[src/rtl/lcd_hd44780_rx.sv]
// lcd_hd44780_rx: receiver end of the 4-bit HD44780 bus; decodes the driver's
// command subset and keeps a 2x16 character image (char 0 in screen[255:248]).
module lcd_hd44780_rx #(
    parameter int CLR_CYCLES  = 80000,
    parameter int EXEC_CYCLES = 2000
) (
    input  logic         CCLK,
    input  logic         rst,
    input  logic         LCDE,
    input  logic         LCDRS,
    input  logic         LCDRW,
    input  logic [3:0]   LCDDAT,
    output logic [255:0] screen,
    output logic         byte_valid,
    output logic [7:0]   byte_out,
    output logic         byte_rs,
    output logic         busy,
    output logic         four_bit,
    output logic         proto_err
);
    localparam int CW = $clog2((CLR_CYCLES > EXEC_CYCLES ? CLR_CYCLES : EXEC_CYCLES) + 1);

    typedef enum logic [1:0] {INIT8, HI, LO} state_e;

    state_e        state_q, state_d;
    logic [6:0]    s1_q, s2_q;
    logic          e_prev_q;
    logic [3:0]    hi_q;
    logic [CW-1:0] cnt_q;
    logic [6:0]    addr_q, addr_step;
    logic          inc_q, four_bit_q, proto_err_q, byte_valid_q, byte_rs_q;
    logic [7:0]    byte_out_q, acc_byte;
    logic [7:0]    cell_q [32];
    logic          ev, take, acc, cmd, dat_wr, long_cmd;

    // s2_q = {E, RS, RW, DAT}; everything is decoded from this one synced stage
    assign ev         = e_prev_q & ~s2_q[6];
    assign busy       = cnt_q != '0;
    assign take       = ev & ~s2_q[4] & ~busy;
    assign byte_valid = byte_valid_q;
    assign byte_out   = byte_out_q;
    assign byte_rs    = byte_rs_q;
    assign four_bit   = four_bit_q;
    assign proto_err  = proto_err_q;

    for (genvar i = 0; i < 32; i++) begin : g_scr
        assign screen[255-8*i -: 8] = cell_q[i];
    end

    always_ff @(posedge CCLK) begin
        if (rst) state_q <= INIT8;
        else     state_q <= state_d;
    end

    always_comb begin
        state_d = state_q;
        if (take)
            state_d = state_q == HI ? LO :
                      state_q == LO ? HI :
                      s2_q[3:0] == 4'h2 ? HI : INIT8;
    end

    always_comb begin
        acc       = take & (state_q != HI);
        acc_byte  = state_q == LO ? {hi_q, s2_q[3:0]} : {s2_q[3:0], 4'h0};
        cmd       = acc & (state_q == LO) & ~s2_q[5];
        dat_wr    = acc & (state_q == LO) & s2_q[5];
        long_cmd  = cmd & (acc_byte[7:1] == 7'b0000001 || acc_byte == 8'h01);
        addr_step = inc_q ? (addr_q == 7'h0F ? 7'h40 : addr_q == 7'h4F ? 7'h00 : addr_q + 7'd1)
                          : (addr_q == 7'h40 ? 7'h0F : addr_q == 7'h00 ? 7'h4F : addr_q - 7'd1);
    end

    always_ff @(posedge CCLK) begin
        if (rst) begin
            s1_q         <= '0;
            s2_q         <= '0;
            e_prev_q     <= 1'b0;
            hi_q         <= '0;
            cnt_q        <= '0;
            addr_q       <= '0;
            inc_q        <= 1'b1;
            four_bit_q   <= 1'b0;
            proto_err_q  <= 1'b0;
            byte_valid_q <= 1'b0;
            byte_out_q   <= '0;
            byte_rs_q    <= 1'b0;
            for (int j = 0; j < 32; j++) cell_q[j] <= 8'h20;
        end else begin
            s1_q         <= {LCDE, LCDRS, LCDRW, LCDDAT};
            s2_q         <= s1_q;
            e_prev_q     <= s2_q[6];
            byte_valid_q <= acc;
            cnt_q        <= acc ? (long_cmd ? CW'(CLR_CYCLES) : CW'(EXEC_CYCLES)) :
                            busy ? cnt_q - 1'b1 : cnt_q;
            if (ev & (s2_q[4] | busy)) proto_err_q <= 1'b1;
            if (take && state_q == HI) hi_q <= s2_q[3:0];
            if (acc) begin
                byte_out_q <= acc_byte;
                byte_rs_q  <= s2_q[5];
            end
            if (acc && state_q == INIT8 && s2_q[3:0] == 4'h2) four_bit_q <= 1'b1;
            if (cmd) begin
                if (acc_byte[7]) addr_q <= acc_byte[6:0];
                else if (acc_byte[7:2] == 6'b000001) inc_q <= acc_byte[1];
                else if (acc_byte[7:1] == 7'b0000001) addr_q <= '0;
                else if (acc_byte == 8'h01) begin
                    addr_q <= '0;
                    inc_q  <= 1'b1;
                    for (int j = 0; j < 32; j++) cell_q[j] <= 8'h20;
                end
            end
            if (dat_wr) begin
                if (addr_q[5:4] == 2'b00) cell_q[{addr_q[6], addr_q[3:0]}] <= acc_byte;
                addr_q <= addr_step;
            end
        end
    end
endmodule

[config.mk]
export PLATFORM = sky130hd
export DESIGN_NAME = lcd_hd44780_rx
export DESIGN_NICKNAME = d
export VERILOG_FILES = /design/src/rtl/lcd_hd44780_rx.sv
export SDC_FILE = /design/constraint.sdc
export NUM_CORES = 1
export LEC_CHECK = 0
export BUFFER_PORTS_ARGS = -buffer_cell sky130_fd_sc_hd__buf_2
export CORE_MARGIN = 2
export CORE_UTILIZATION = 45
export CTS_CLUSTER_SIZE = 14
export DETAILED_ROUTE_END_ITERATION = 10
export PLACE_DENSITY = 0.72
export SETUP_SLACK_MARGIN = 0.02
export SLEW_MARGIN = 10
export SYNTH_ARGS = -nofsm -noshare
export SYNTH_HDL_FRONTEND = slang
export SYNTH_SLANG_ARGS = --single-unit
[constraint.sdc]
create_clock -name CCLK -period 3.75 [get_ports CCLK]
set_input_delay 0.5625 -clock CCLK [delete_from_list [all_inputs] [get_ports CCLK]]
set_output_delay 0.5625 -clock CCLK [all_outputs]
set_load 0.005 [all_outputs]
==> results of run 1 <==
==> through the flow <==
stage	total power [mW]	cell area (µm²)	utilization	setup slack (ps)
2_1_floorplan	4.87	12600	-	885
3_3_place_gp	5.10	14500	0.522	506
3_5_place_dp	5.12	14500	0.522	460
4_1_cts	7.96	15400	0.556	330
5_1_grt	8.24	15400	0.556	173
6_report	7.94	15400	0.556	330
==> Yosys cell counts, types with 3 or more instances <==
cell type    n
nand3_1      8
or4_1       10
clkbuf_1    49
a31oi_1      5
ha_1         6
edfxtp_1   256
xnor2_1      5
buf_6        3
nor3_1      18
nor3b_1      4
buf_12       3
mux2i_1      8
nor2b_1     18
nand3_4     30
xor2_1       8
nand4_1     35
a21oi_1     15
buf_2        8
nand2_1     51
buf_1        7
dfxtp_1     58
a311oi_1     5
or3b_2       3
o31ai_1      3
nand3b_1     3
a32oi_1      4
a211oi_1     7
nor4_1       6
o21ai_0     10
or3_1        6
inv_1       13
nand2b_1     8
nor2_1     262
==> worst paths after layout <==
path	from	to	slack, ps	cells past startpoint
worst max-delay path	cnt_q[7]	busy	330	6
worst min-delay path	LCDDAT[0]	s1_q[0]	230	2
worst max register to register	cnt_q[7]	cell_q[30][7]	420	7
worst min register to register	s1_q[3]	s2_q[3]	430	1
==> worst reg2reg max path, stage by stage (launching register included) <==
cell and delay [ps]:
dfxtp_1 340, or4_1 650, or4_4 650, nor4_4 340, buf_12 250, buf_12 290, nand3_4 140, nand2_1 340
==> cell type report <==
type,instances,area share
tap,378,0.0307
timing repair buffer,308,0.108
sequential,314,0.575
multi-input combinational,572,0.222
clock buffer,36,0.0516
inverter,13,0.00317
clock inverter,21,0.00959
==> report_power, final <==
group,switching (mW),internal (mW)
sequential,0.124,3.93
combinational,0.614,0.384
clock,1.24,1.64
total,1.98,5.96
==> metal layers <==
metal  GRT usage  up-vias  share of wire
li1            -     4020              -
met3      0.0359       62          0.082
met5           0        -              0
met4      0.0630        0          0.022
met1       0.278     4275           0.40
met2       0.374      434           0.50
==> sequential cells by signal (all words and copies together), names as in the netlist, 2 cells and up <==
name	flops
cell_q	256
state_q	2
s2_q	7
addr_q	7
byte_out	8
cnt_q	17
s1_q	7
hi_q	4
==> cells by family after synthesis <==
| family | Yosys count | synth area share |
|---|---|---|
| buf+inv | 84 | 0.0324 |
| xor+xnor | 13 | 0.00904 |
| flops | 314 | 0.702 |
| mux | 8 | 0.00636 |
| fa+ha+maj | 6 | 0.00596 |
| compound gates | 69 | 0.0398 |
| simple gates | 476 | 0.204 |
==> impl_metrics.tcl, run 1 <==
set metrics [dict create \
    outcome "finished, final reports clean" \
    clock_path_buffers 3 \
    area_growth_pct 22.2 \
    die_area_um2 29400 \
    drive_above_1_share 0.318 \
    grt_pass1_wl_um 47900 \
    whs_ps 234 \
    ir_drop_uv 319 \
    min_period_ps 3420 \
    place_congestion 0.814 \
    clock_skew_ps 13.8 \
    grt_max_degree 52 \
    cts_resized 0 \
    syn_nets 985 \
    syn_inst 970 \
    p_per_area_nw_per_um2 516 \
    placement.io_buffers 277 \
    maxSlewViolCount 0 \
    cts_hold_buf 0 \
    path_cells "or4_1, or4_4, nor2_1, buf_4, inv_1, buf_2" \
    p_leak_nw 5.53 \
    synth_area_per_cell_um2 13.0 \
    ios 278 \
    wirelength_um 32700 \
    fillers 2265 \
    synthDistinctLibCells 61 \
    die_x_um 171 \
    cts_tree "yes" \
    multiInputGateArea_um2 3410 \
    worstSetupPathType "flip-flop to output port" \
    insertedDiodeCount 0 \
    fmax_mhz 292 \
    crit_arrival_ps 2860 \
    relSlewSlack 0.347 \
    rows 61 \
    drc_errors 0 \
    dr_total_vias 8791 \
    ys_seq_area_frac 0.702 \
    drt_iter0_markers 795 \
    die_y_um 171 \
    cp-start-kind "flip-flop" \
    layout_commonest_cell "buf_2" \
    fin_tns_setup_ps 0 \
    grt_util_all_layers 0.215 \
    cts_root_buffer "clkbuf_16" \
    dp_hpwl_um 21500 \
    finalCritPeriodShare 0.912 \
    async_reset_ff_frac 0 \
    drt-pass1-iter-count 7 \
    coreArea_um2 27700 \
    final_cell_mix "277 x buf_2, 262 x nor2_1, 256 x edfxtp_1, 58 x dfxtp_1, 51 x nand2_1" \
    tightest_slew_ps 959 \
    viasPerCell 5.35 \
    setup_viol 0 \
    fin_cells 1642 \
    initial_core_util 0.455 \
    synth_edf_count 256 \
    synth_top_area_share 0.610 \
    hold_path_class "input pin to flip-flop" \
    place_inst 1585 \
    grt_overflow 0 \
    worstPathMaxFanout 12 \
    antenna_found_initial 0 \
    clkLatencyLatePin_ps 540 \
    cts_sinks 314 \
    cp_slowest_cell "or4_1" \
    grt_pass1_vias 8327 \
    wl_per_cell_um 19.9 \
    numCtsBuffers 31 \
    ys_ff_latch 314 \
    cp_top_family "simple AND/OR/NAND/NOR gates" \
    critical_path.endpoint_type "output port" \
    cts.reportedPaths.clkPinSlew_ps 60 \
    critPathBufInv 3 \
    synth_area_leaders "edfxtp_1 61%, dfxtp_1 9.2%, nor2_1 7.8%" \
    cts_setup_buffers 0 \
    slowest_delay_ps 650 \
    hold_violations 0 \
    final_antenna_net_count 0 \
    fin_nets 1255 \
    dominantRegCellSynth "edfxtp_1" \
    htreeDepth 1 \
    synth_top_cell_by_area "edfxtp_1" \
    seqCellArea_um2 8850 \
    cap_violations 0 \
    netlist_area_um2 12600 \
    ys_warn_count 0 \
    worstPathRequired_ps 3190 \
    rsz0062_at_grt "false" \
]
Note: power is estimated with default switching activity, not from simulation.
==> run 2: changes to the inputs <==
Settings changed: CTS_BUF_LIST set to sky130_fd_sc_hd__clkbuf_8.
==> impl_metrics.tcl, run 2 (synthesis gave the netlist of run 1 again) <==
set metrics [dict create \
    outcome "finished, final reports clean" \
    hold_path_class "input pin to flip-flop" \
    coreArea_um2 27700 \
    dr_total_vias 8910 \
    htreeDepth 2 \
    drc_errors 0 \
    p_per_area_nw_per_um2 508 \
    rr_startpoint "cnt_q[7]" \
    final_cell_mix "277 x buf_2, 262 x nor2_1, 256 x edfxtp_1, 58 x dfxtp_1" \
    placement.io_buffers 277 \
    worstSetupPathType "flip-flop to output port" \
    fillers 2281 \
    fin_nets 1274 \
    dp_hpwl_um 21500 \
    cts_hold_buf 0 \
    grt_max_degree 52 \
    grt_pass1_wl_um 48400 \
    worstHoldStart "LCDDAT[0]" \
    tightest_slew_ps 975 \
    maxSlewViolCount 0 \
    die_x_um 171 \
    clock_skew_ps 32.5 \
    finalCritPeriodShare 0.913 \
    grt_overflow 0 \
    numCtsBuffers 50 \
    whs_path_depth 2 \
    fmax_mhz 292 \
    min_period_ps 3420 \
    grt_pass1_vias 8482 \
    wl_per_cell_um 19.9 \
    r2r-end "cell_q[30][0]" \
    layout_commonest_cell "buf_2" \
    die_y_um 171 \
    die_area_um2 29400 \
    reg2reg_slack_ps 430 \
    cp-start-kind "flip-flop" \
    p_leak_nw 5.62 \
    worstPathMaxFanout 12 \
    wirelength_um 33200 \
    critical_path.endpoint_type "output port" \
    fin_util 0.556 \
    worstHoldEndpoint "s1_q[0]" \
    cts.reportedPaths.clkPinSlew_ps 60 \
    clkLatencyLatePin_ps 570 \
    crit_arrival_ps 2860 \
    fin_tns_setup_ps 0 \
    insertedDiodeCount 0 \
    cap_violations 0 \
    ir_drop_uv 408 \
    worstPathRequired_ps 3190 \
    grt_util_all_layers 0.218 \
    cts_resized 0 \
    hold_violations 0 \
    clock_path_buffers 3 \
    setup_viol 0 \
    ios 278 \
    area_growth_pct 22.2 \
    initial_core_util 0.455 \
    rows 61 \
    antenna_found_initial 1 \
    drt_iter0_markers 822 \
    worst_r2r_path_depth 7 \
    drive_above_1_share 0.325 \
    cts_setup_buffers 0 \
    cts_tree "yes" \
    drt-pass1-iter-count 6 \
    relSlewSlack 0.336 \
    largest_register_ffs 256 \
    final_antenna_net_count 0 \
    place_congestion 0.814 \
    top_register "cell_q" \
    cts_root_buffer "clkbuf_8" \
    rsz0062_at_grt "false" \
    cts_sinks 314 \
    viasPerCell 5.33 \
]
run 2: final cells by class:
| class | instances | area [µm²] | share of cell area |
|---|---|---|---|
| Sequential cell | 314 | 8850 | 0.575 |
| Timing Repair Buffer | 308 | 1670 | 0.108 |
| Clock buffer | 51 | 702 | 0.0456 |
| Multi-Input combinational cell | 572 | 3410 | 0.222 |
| Tap cell | 378 | 473 | 0.0307 |
| Clock inverter | 37 | 243 | 0.0158 |
| Inverter | 13 | 48.8 | 0.00317 |
run 2: worst max-delay path, cell delays in order (launching register included):
cell     delay, ps
dfxtp_1        340
or4_1          650
or4_4          640
nor2_1         240
buf_4          190
inv_1           90
buf_2          140
run 2: stage by stage:
step	hold WS (ps)	cells	setup slack, ps	area [µm²]	power [mW]
2_1_floorplan	414	970	885	12600	4.87
3_3_place_gp	421	1585	506	14500	5.10
3_5_place_dp	428	1585	460	14500	5.12
4_1_cts	200	1673	305	15400	7.87
5_1_grt	216	1673	150	15400	8.15
6_report	230	1673	326	15400	7.82
run 2: where the power goes:
part | switching [mW] | total (mW) | internal, mW
Combinational | 0.612 | 0.995 | 0.384
Clock | 1.30 | 2.77 | 1.48
Sequential | 0.123 | 4.06 | 3.93
Total | 2.03 | 7.82 | 5.79
run 2: worst max-delay path by stage:
| stage | endpoint | cells after the start | from | slack (ps) |
|---|---|---|---|---|
| after CTS | busy | 6 | cnt_q[7] | 310 |
| after global placement | cell_q[30][5] | 7 | cnt_q[7] | 510 |
| after detailed placement | cell_q[30][5] | 7 | cnt_q[7] | 460 |
| final | busy | 6 | cnt_q[7] | 330 |
| after floorplan | cell_q[16][0] | 8 | cnt_q[7] | 880 |
| after global routing | busy | 6 | cnt_q[7] | 150 |
run 2: layer usage:
metal	track usage	wire length, µm	share of wire
met1	0.275	13000	0.39
met2	0.379	16600	0.50
met3	0.0433	2780	0.084
met4	0.0678	788	0.024
met5	0	13	0.00039
